==> src/rtl/vtg_frame_ctrl.sv <==
// Video timing/frame sequencer: programmable active/blank sizes, gradient test
// pattern, multi-frame runs with start/stop control and a done pulse.
module vtg_frame_ctrl #(
    parameter int DATA_WIDTH = 8,
    parameter int CNT_WIDTH  = 12,
    parameter int FRM_WIDTH  = 16
) (
    input  logic                  clk,
    input  logic                  rst_n,
    input  logic [CNT_WIDTH-1:0]  cfg_xsize_i,
    input  logic [CNT_WIDTH-1:0]  cfg_ysize_i,
    input  logic [CNT_WIDTH-1:0]  cfg_hblank_i,
    input  logic [CNT_WIDTH-1:0]  cfg_vblank_i,
    input  logic [FRM_WIDTH-1:0]  cfg_nframe_i,
    input  logic                  start_i,
    input  logic                  stop_i,
    output logic                  busy_o,
    output logic                  done_o,
    output logic [FRM_WIDTH-1:0]  frcnt_o,
    output logic [DATA_WIDTH-1:0] do_o,
    output logic                  de_o,
    output logic                  hs_o,
    output logic                  vs_o
);
    localparam logic [1:0] S_IDLE   = 2'd0;
    localparam logic [1:0] S_ACTIVE = 2'd1;
    localparam logic [1:0] S_HBLANK = 2'd2;
    localparam logic [1:0] S_VBLANK = 2'd3;
    // Position counters are one bit wider so xsize+hblank never overflows.
    localparam int PW = CNT_WIDTH + 1;

    logic [1:0]            state_q, state_d;
    logic [PW-1:0]         x_q, x_d, y_q, y_d;
    logic [CNT_WIDTH-1:0]  xs_q, xs_d, ys_q, ys_d, hb_q, hb_d, vb_q, vb_d;
    logic [FRM_WIDTH-1:0]  nf_q, nf_d, frcnt_q, frcnt_d;
    logic                  stop_pend_q, stop_pend_d;
    logic                  busy_q, busy_d, done_q, done_d;
    logic                  de_q, de_d, hs_q, hs_d, vs_q, vs_d;
    logic [DATA_WIDTH-1:0] do_q, do_d;

    logic [PW-1:0] htot, vtot;
    logic          act_end, line_end, frm_end;

    function automatic logic [CNT_WIDTH-1:0] clamp1(input logic [CNT_WIDTH-1:0] v);
        return (v == '0) ? CNT_WIDTH'(1) : v;
    endfunction

    assign htot     = {1'b0, xs_q} + {1'b0, hb_q};
    assign vtot     = {1'b0, ys_q} + {1'b0, vb_q};
    assign act_end  = (x_q == {1'b0, xs_q} - PW'(1));
    assign line_end = (x_q == htot - PW'(1));

    always_comb begin
        state_d     = state_q;
        x_d         = x_q;
        y_d         = y_q;
        xs_d        = xs_q;
        ys_d        = ys_q;
        hb_d        = hb_q;
        vb_d        = vb_q;
        nf_d        = nf_q;
        frcnt_d     = frcnt_q;
        stop_pend_d = stop_pend_q;
        done_d      = 1'b0;
        frm_end     = 1'b0;

        case (state_q)
            S_IDLE: begin
                if (start_i) begin
                    state_d     = S_ACTIVE;
                    x_d         = '0;
                    y_d         = '0;
                    frcnt_d     = '0;
                    stop_pend_d = stop_i;
                    xs_d        = clamp1(cfg_xsize_i);
                    ys_d        = clamp1(cfg_ysize_i);
                    hb_d        = clamp1(cfg_hblank_i);
                    vb_d        = clamp1(cfg_vblank_i);
                    nf_d        = cfg_nframe_i;
                end
            end
            S_ACTIVE: begin
                x_d = x_q + PW'(1);
                if (act_end) state_d = S_HBLANK;
            end
            S_HBLANK: begin
                if (line_end) begin
                    x_d     = '0;
                    y_d     = y_q + PW'(1);
                    state_d = (y_q == {1'b0, ys_q} - PW'(1)) ? S_VBLANK : S_ACTIVE;
                end else begin
                    x_d = x_q + PW'(1);
                end
            end
            S_VBLANK: begin
                if (line_end) begin
                    x_d = '0;
                    if (y_q == vtot - PW'(1)) frm_end = 1'b1;
                    else                      y_d = y_q + PW'(1);
                end else begin
                    x_d = x_q + PW'(1);
                end
            end
            default: state_d = S_IDLE;
        endcase

        if (state_q != S_IDLE && stop_i) stop_pend_d = 1'b1;

        if (frm_end) begin
            frcnt_d = frcnt_q + FRM_WIDTH'(1);
            if ((nf_q != '0 && frcnt_d == nf_q) || stop_pend_d) begin
                state_d     = S_IDLE;
                done_d      = 1'b1;
                stop_pend_d = 1'b0;
            end else begin
                state_d = S_ACTIVE;
                y_d     = '0;
            end
        end

        // Outputs are registered from the next-state view of the sequencer.
        busy_d = (state_d != S_IDLE);
        de_d   = (state_d == S_ACTIVE);
        vs_d   = (state_d == S_VBLANK);
        hs_d   = (state_d == S_HBLANK) || (state_d == S_VBLANK && x_d >= {1'b0, xs_q});
        do_d   = de_d ? (DATA_WIDTH'(x_d) + DATA_WIDTH'(y_d) + DATA_WIDTH'(frcnt_d)) : '0;
    end

    always_ff @(posedge clk) begin
        if (!rst_n) begin
            state_q     <= S_IDLE;
            x_q         <= '0;
            y_q         <= '0;
            xs_q        <= '0;
            ys_q        <= '0;
            hb_q        <= '0;
            vb_q        <= '0;
            nf_q        <= '0;
            frcnt_q     <= '0;
            stop_pend_q <= 1'b0;
            busy_q      <= 1'b0;
            done_q      <= 1'b0;
            de_q        <= 1'b0;
            hs_q        <= 1'b0;
            vs_q        <= 1'b0;
            do_q        <= '0;
        end else begin
            state_q     <= state_d;
            x_q         <= x_d;
            y_q         <= y_d;
            xs_q        <= xs_d;
            ys_q        <= ys_d;
            hb_q        <= hb_d;
            vb_q        <= vb_d;
            nf_q        <= nf_d;
            frcnt_q     <= frcnt_d;
            stop_pend_q <= stop_pend_d;
            busy_q      <= busy_d;
            done_q      <= done_d;
            de_q        <= de_d;
            hs_q        <= hs_d;
            vs_q        <= vs_d;
            do_q        <= do_d;
        end
    end

    assign busy_o  = busy_q;
    assign done_o  = done_q;
    assign frcnt_o = frcnt_q;
    assign do_o    = do_q;
    assign de_o    = de_q;
    assign hs_o    = hs_q;
    assign vs_o    = vs_q;
endmodule
==> config.mk <==
export PLATFORM = sky130hd
export DESIGN_NAME = vtg_frame_ctrl
export DESIGN_NICKNAME = d
export VERILOG_FILES = /design/src/rtl/vtg_frame_ctrl.sv
export SDC_FILE = /design/constraint.sdc
export NUM_CORES = 1
export LEC_CHECK = 0
export CAP_MARGIN = 25
export CORE_MARGIN = 1.5
export CORE_UTILIZATION = 35
export CTS_BUF_LIST = sky130_fd_sc_hd__clkbuf_8 sky130_fd_sc_hd__clkbuf_16
export CTS_CLUSTER_DIAMETER = 200
export CTS_CLUSTER_SIZE = 20
export DETAILED_ROUTE_END_ITERATION = 16
export DONT_BUFFER_PORTS = 1
export PLACE_DENSITY = 0.47
export SLEW_MARGIN = 20
export SYNTH_ARGS = -nofsm -noshare
export SYNTH_HDL_FRONTEND = slang
export SYNTH_SLANG_ARGS = --single-unit
==> constraint.sdc <==
create_clock -name clk -period 15.29 [get_ports clk]
set_input_delay 3.058 -clock clk [delete_from_list [all_inputs] [get_ports clk]]
set_output_delay 3.058 -clock clk [all_outputs]
set_load 0.02 [all_outputs]
==> results by group <==
STA
  – RSZ-0062 raised after global routing: false
  – Final count of negative-setup-slack endpoints: 0
  – Count of pins over their slew limit: 0
  – Worst-margin pin slew: 1.043 ns
  – Clock skew: 0.01588 ns
  – Final hold violation count: 0
  – Setup TNS: 0 ns
  – Tightest slew margin relative to the limit: 0.3046
  – Min cycle time layout: 6.944 ns
  – Final cycle utilization of the critical path: 0.4542
  – Highest attainable clock frequency: 144.0 MHz

Critical path
  – Largest fanout on the critical path: 17
  – Endpoint arrival time on the critical path: 7.25 ns
  – Startpoint type of the worst setup path: flip-flop
  – Worst path max stage delay: 0.68 ns
  – Most frequent cell on the critical path: sky130_fd_sc_hd__inv_1
  – Data required time of the worst path: 15.59 ns
  – Type of the worst setup path: reg -> reg
  – Top cell family by delay on the critical path: simple AND/OR/NAND/NOR gates
  – Worst flop-to-flop path startpoint: ys_q[1]$_SDFFE_PN0P_
  – Worst reg2reg path depth: 29
  – Number of buffer and inverter stages on the critical path: 4
  – Critical-path cell with the highest stage delay: sky130_fd_sc_hd__nand2_1
  – Setup slack of the worst register-to-register path: 8.35 ns
  – Reg2reg end: do_o[7]$_SDFF_PN0_
  – Worst Setup End Kind: flip-flop

Placement
  – Count of buffers inserted at the top-level ports: 0
  – GPL Wtd Cong: 0.8284
  – Placed wire-length estimate: 20490 um

Die
  – Count of pins on the block boundary: 97
  – Row Count: 58
  – Effective utilization at floorplan: 0.3596
  – Area enclosed by the die boundary: 0.02707 mm^2
  – Die extent in x: 164.5 um
  – Chip height: 164.5 um
  – Core area: 0.02540 mm^2

Detailed routing
  – Overall routed net length: 27070 um
  – Detailed-route DRC error count: 0
  – Number of vias per cell: 5.361
  – Number of vias in the routed layout: 8127
  – Length of the first detailed-routing pass in iterations: 5
  – Wire length per cell after detailed routing: 17.85 um
  – Number of nets with antenna violations after detailed routing: 0
  – DR iter-0 viols: 402

Final layout
  – Synthesis-to-layout area growth: 8.522%
  – Number of nets in the finished design: 1320
  – Antenna diode instance count: 0
  – Proportion of layout cells with a drive suffix above 1: 0.05649
  – Filler instances: 2736

CTS
  – Buffers from clock root to sink, at most: 2
  – Post-CTS Setup Inserts: 0
  – TritonCTS clock tree: done
  – Total clock buffers created by CTS: 17
  – CTS Hold Buffers Added: 0
  – Later-pin clock latency in the skew report: 0.43 ns
  – Clock slew at the register clock pins of the worst setup and hold paths: 0.06 ns
  – Max H-tree Level: 4
  – Number of gates resized after CTS: 0
  – Sinks on the clock net: 122
  – CTS root buf: sky130_fd_sc_hd__clkbuf_16

Run status
  – Status: finished clean

Synthesis
  – Cell type contributing the most total cell area after synthesis: sky130_fd_sc_hd__dfxtp_1
  – Syn Area/Cell: 7.523 um^2
  – Post-Synthesis Cell Area: 0.009133 mm^2
  – Area share of the largest cell type after synthesis: 0.2674
  – Sequential element share of the synthesized area: 0.2674
  – Adder-cell area share of the yosys netlist: 0.1165
  – Number of storage elements in the synthesis netlist: 122
  – Simple-gate share of the synthesized area: 0.2506
  – Parity-gate share of the synthesized area counting xor and xnor cells: 0.08823
  – Ranking of synthesized cells by area: sky130_fd_sc_hd__dfxtp_1, sky130_fd_sc_hd__ha_1, sky130_fd_sc_hd__nand2_1, sky130_fd_sc_hd__a21oi_1, sky130_fd_sc_hd__xnor2_1
  – Post-Syn Nets: 1361
  – Share of the synthesized area in compound gates (AO/OA/AOI/OAI): 0.1889
  – Combinational family with the most area after synthesis: simple AND/OR/NAND/NOR gates
  – Mux contribution to synthesized area: 0.009042
  – Number of warnings reported in the yosys synthesis log: 0
  – Library cells used by synthesis: 79
  – Share of synthesized flip-flops with an asynchronous set or reset: 0
  – Main synth FF type: sky130_fd_sc_hd__dfxtp_1
  – Number of synthesized flops with an enable pin: 0
  – Synthesized instance count: 1214

Global routing
  – Antenna violations before repair: 0
  – Tot GR Track Use: 0.2039
  – Global-route wire length before repair: 42570 um
  – Final global-route overflow total: 0
  – Via count of the first global-routing pass: 7643
  – Largest net degree at the start of global routing: 90

Power and ir drop
  – Peak VDD IR: 45.85 uV
  – Standby leakage power: 0.004003 uW
  – Power density normalized to cell area: 105.0 mW/mm^2
  – Tot Pwr: 1040 uW

Flow run
  – Max-cap violations: 0

Min path
  – Worst Hold Depth: 2
  – Origin of the worst min-delay path: vb_q[10]$_SDFFE_PN0P_
  – Min-delay worst type: reg -> reg
  – Endpoint with the worst hold slack: vb_q[10]$_SDFFE_PN0P_
==> per-layer routing <==
| layer | track usage | wire length (um) |
|---|---|---|
| met3 | 0.03390 | 835 |
| met5 | 0 | 0 |
| met2 | 0.3363 | 12740 |
| met4 | 0.05160 | 380 |
| met1 | 0.2754 | 13110 |
==> cell type report <==
type,count,area (um^2),area share
clock buffers,18,439.2,0.04431
clock inverters,14,182.7,0.01843
inverters,110,412.9,0.04166
multi-input cells,916,5976,0.6030
flip-flops and latches,122,2442,0.2464
well taps,330,412.9,0.04166
repair buffers,6,45.04,0.004545
==> where the power goes <==
| group | switching (uW) | internal [uW] |
|---|---|---|
| Clock | 170 | 265 |
| Sequential | 13.4 | 330 |
| Combinational | 155 | 107 |
| Total | 338 | 702 |
==> through the flow <==
stage	setup WS, ns	hold slack [ns]	util	std cells	cell area (um^2)
after floorplan	8.987	0.4363	-	1214	9133
after global placement	8.011	0.4466	0.3654	1483	9281
after detailed placement	7.943	0.4503	0.3654	1483	9281
after CTS	8.055	0.4592	0.3899	1515	9903
after global routing	7.774	0.4804	0.3902	1516	9911
final	8.346	0.4558	0.3902	1516	9911
==> worst reg2reg max path, delay by kind of cell, from the launching register on <==
kind,cells,cell delay [ns]
AO/OA/AOI/OAI,6,0.89
flip-flops,1,0.35
buffers and inverters,4,0.26
AND/OR/NAND/NOR,10,2.65
multiplexers,1,0.39
adder cells (fa/ha/maj),6,1.92
XOR/XNOR,2,0.37
==> state kept, by name, summed over array words and instances (netlist names) <==
name,flops
frcnt_o,16
nf_q,16
x_q,13
y_q,13
hb_q,12
vb_q,12
xs_q,12
ys_q,12
do_o,8
state_q,2
busy_o,1
de_o,1
done_o,1
hs_o,1
stop_pend_q,1
vs_o,1
==> synthesized netlist by cell type (4+ instances only) <==
| library cell | instances |
|---|---|
| sky130_fd_sc_hd__a211oi_1 | 6 |
| sky130_fd_sc_hd__a21o_1 | 21 |
| sky130_fd_sc_hd__a21oi_1 | 125 |
| sky130_fd_sc_hd__a31oi_1 | 19 |
| sky130_fd_sc_hd__and2_1 | 11 |
| sky130_fd_sc_hd__and3_1 | 19 |
| sky130_fd_sc_hd__and4_1 | 7 |
| sky130_fd_sc_hd__buf_2 | 14 |
| sky130_fd_sc_hd__clkbuf_1 | 40 |
| sky130_fd_sc_hd__dfxtp_1 | 122 |
| sky130_fd_sc_hd__fa_1 | 10 |
| sky130_fd_sc_hd__ha_1 | 69 |
| sky130_fd_sc_hd__inv_1 | 109 |
| sky130_fd_sc_hd__mux2i_1 | 6 |
| sky130_fd_sc_hd__nand2_1 | 172 |
| sky130_fd_sc_hd__nand2b_1 | 8 |
| sky130_fd_sc_hd__nand3_1 | 41 |
| sky130_fd_sc_hd__nand4_1 | 17 |
| sky130_fd_sc_hd__nor2_1 | 66 |
| sky130_fd_sc_hd__nor2b_1 | 15 |
| sky130_fd_sc_hd__nor3_1 | 42 |
| sky130_fd_sc_hd__nor3b_1 | 5 |
| sky130_fd_sc_hd__nor4_1 | 20 |
| sky130_fd_sc_hd__nor4b_1 | 5 |
| sky130_fd_sc_hd__o2111ai_1 | 6 |
| sky130_fd_sc_hd__o211ai_1 | 6 |
| sky130_fd_sc_hd__o21a_1 | 9 |
| sky130_fd_sc_hd__o21ai_0 | 37 |
| sky130_fd_sc_hd__o21bai_1 | 4 |
| sky130_fd_sc_hd__o22ai_1 | 4 |
| sky130_fd_sc_hd__o31ai_1 | 6 |
| sky130_fd_sc_hd__or2_2 | 5 |
| sky130_fd_sc_hd__or3_1 | 6 |
| sky130_fd_sc_hd__or4_1 | 7 |
| sky130_fd_sc_hd__xnor2_1 | 53 |
| sky130_fd_sc_hd__xor2_1 | 39 |
==> logic make-up after synthesis <==
logic type / after synthesis
AO/OA/AOI/OAI: 275
adder cells (fa/ha/maj): 79
multiplexers: 8
flip-flops: 122
AND/OR/NAND/NOR: 462
buffers and inverters: 176
XOR/XNOR: 92
==> placed cells by master, fill, tap and decap left out, drive strengths merged, types with 8 or more instances in the layout <==
cell type	netlist	layout
nand2	172	172
a21oi	127	127
dfxtp	122	122
inv	110	117
ha	69	69
nor2	66	66
xnor2	53	53
nor3	43	43
nand3	41	41
xor2	39	39
o21ai	38	38
a21o	21	21
and3	20	20
nor4	20	20
a31oi	19	19
clkbuf	46	18
nand4	17	17
nor2b	15	15
and2	13	13
fa	10	10
o21a	9	9
nand2b	8	8
or4	8	8
a211oi	8	8
==> worst max path at each step <==
stage | slack (ns) | to | cells past startpoint | from
after floorplan | 8.99 | do_o[7]$_SDFF_PN0_ | 21 | start_i
after global routing | 7.77 | do_o[7]$_SDFF_PN0_ | 29 | ys_q[1]$_SDFFE_PN0P_
after detailed placement | 7.94 | do_o[7]$_SDFF_PN0_ | 19 | start_i
after global placement | 8.01 | do_o[7]$_SDFF_PN0_ | 19 | start_i
after CTS | 8.05 | do_o[7]$_SDFF_PN0_ | 29 | ys_q[1]$_SDFFE_PN0P_
final | 8.35 | do_o[7]$_SDFF_PN0_ | 29 | ys_q[1]$_SDFFE_PN0P_
No activity file was read; power rests on OpenSTA's default activity.
==> edit, RTL diff (same flow settings) <==
Register the input `cfg_ysize_i` before use, with the module's reset. The logic sees it one clock later. The other inputs are not delayed to match.
--- a/src/rtl/vtg_frame_ctrl.sv
+++ b/src/rtl/vtg_frame_ctrl.sv
@@ -28,6 +28,16 @@
     localparam logic [1:0] S_VBLANK = 2'd3;
     // Position counters are one bit wider so xsize+hblank never overflows.
     localparam int PW = CNT_WIDTH + 1;
+
+    logic [CNT_WIDTH-1:0] cfg_ysize_q;
+
+    always_ff @(posedge clk) begin
+        if (!rst_n) begin
+            cfg_ysize_q <= '0;
+        end else begin
+            cfg_ysize_q <= cfg_ysize_i;
+        end
+    end
 
     logic [1:0]            state_q, state_d;
     logic [PW-1:0]         x_q, x_d, y_q, y_d;
@@ -73,7 +83,7 @@
                     frcnt_d     = '0;
                     stop_pend_d = stop_i;
                     xs_d        = clamp1(cfg_xsize_i);
-                    ys_d        = clamp1(cfg_ysize_i);
+                    ys_d        = clamp1(cfg_ysize_q);
                     hb_d        = clamp1(cfg_hblank_i);
                     vb_d        = clamp1(cfg_vblank_i);
                     nf_d        = cfg_nframe_i;
Function: changed (a bounded check fails within 4 cycles, from zero or initial values and one cycle with rst_n low).
==> edit against the unedited design <==
- synthesized area grew 8.9%
- sequential cell count up 12
- final area up 8.3%
- final cell count up 7.9%
- wire length is 12% higher
- total power up 4.9%
- first-iteration DRC count rose by 38%
- worst setup slack improved by 0.18 ns
- combinational power decreased by 6%
- sequential power is 9.6% higher
- critical endpoint unchanged
==> edit: results (changes against the unedited design) <==
status - complete, no violations
synthesized netlist cell count - 1303 (+7.3%)
WL/cell - 18.6 um (+3.9%)
top post-synthesis cells by area - dfxtp_1 (27%), ha_1 (8.7%), nand2_1 (6.5%)
vias in the first global route - 8532 (+12%)
slowest stage cell, crit path - nor2_1
final worst slack - 8.53 ns (+0.184 ns)
First DRT Iteration DRCs - 556 (+38%)
met2 WL - 13.6 mm (+6.9%)
maximum vdd ir drop - 0.0623 mV (+36%)
met3 usage - 0.0366 (+0.00268)
Post-DP HPWL - 22.7 mm (+11%)
FILL cells - 2936 (+7.3%)
pin count of the biggest net entering global routing - 80 (-11%)
Fin Hold WS - 0.457 ns (+0.00117 ns)
Worst-Margin Slew - 1.07 ns (+0.0318 ns)
Worst Hold Depth - 2 (unchanged)
WHS Endpoint - vb_q[1]
Synth Area in Compound Gates - 0.175 (-0.0136)
multiplexer share of the synthesized area - 0.0187 (+0.00971)
Crit Path Max Fanout - 20 (+3)
first-pass GRT wire length - 48.3 mm (+13%)
synth unique cells - 90 (+14%)
Placed Area - 10100 um^2 (+8.6%)
share of cells above drive strength 1 - 0.0572 (+0.000741)
met2 usage - 0.331 (-0.00557)
Synth Area in XOR/XNOR - 0.0861 (-0.00216)
Nets - 1392 (+5.5%)
post-place setup slack - 8.55 ns (+0.611 ns)
Leakage - 0.00418 uW (+4.5%)
M1 WL - 14.9 mm (+14%)
dpl cells - 1604 (+8.2%)
Max Root-Sink Buffers - 2 (unchanged)
post-synthesis adder-cell area fraction - 0.107 (-0.00950)
gr usage total - 0.213 (+0.00890)
CP arrival - 7.12 ns (-0.13 ns)
Syn Nets - 1450 (+6.5%)
Seq/Total Area, Yosys - 0.270 (+0.00235)
R2R Path Start - xs_q[1]
DR WL met3 - 1.44 mm (+73%)
hold path startpoint - vb_q[1]
final RePlAce weighted congestion - 0.862 (+4.0%)
max incr delay on CP - 0.66 ns (-0.02 ns)
vias - 8798 (+8.3%)
Setup Skew - 0.0153 ns (-0.000541 ns)
Post-synth top cells - nand2_1 (173), dfxtp_1 (134), a21oi_1 (119), inv_1 (109), ha_1 (69)
met1 Usage GRT - 0.303 (+0.0273)
initial antenna violation count - 0 (unchanged)
[edit: cell types whose count changed after synthesis, moves of 9 or more]
cell | unedited run | this run
a31oi_1 | 19 | 10
and2_1 | 11 | 40
buf_2 | 14 | 26
dfxtp_1 | 122 | 134
nand4_1 | 17 | 26
xnor2_1 | 53 | 63
[edit: area by class of cell]
cell class / instances / area (um^2) / share of cell area
clock inverters: 14 / 211 / 0.0197
inverters: 111 / 417 / 0.0388
clock buffers: 18 / 439 / 0.0409
flip-flops and latches: 134 / 2680 / 0.250
multi-input cells: 977 / 6480 / 0.604
well taps: 378 / 473 / 0.0441
repair buffers: 4 / 30.0 / 0.00280
[edit: where the power goes]
part           leakage, uW  total (uW)  internal, uW  switching [uW]
Clock             0.000317         468           284             184
Combinational      0.00277         246           101             145
Sequential         0.00109         377           362            15.3
Total              0.00418        1090           746             345
[edit: kinds of logic after synthesis]
kind of cell | count (synthesis)
xor+xnor | 96
mux | 17
flops | 134
fa+ha+maj | 79
compound gates | 272
simple gates | 513
buf+inv | 192
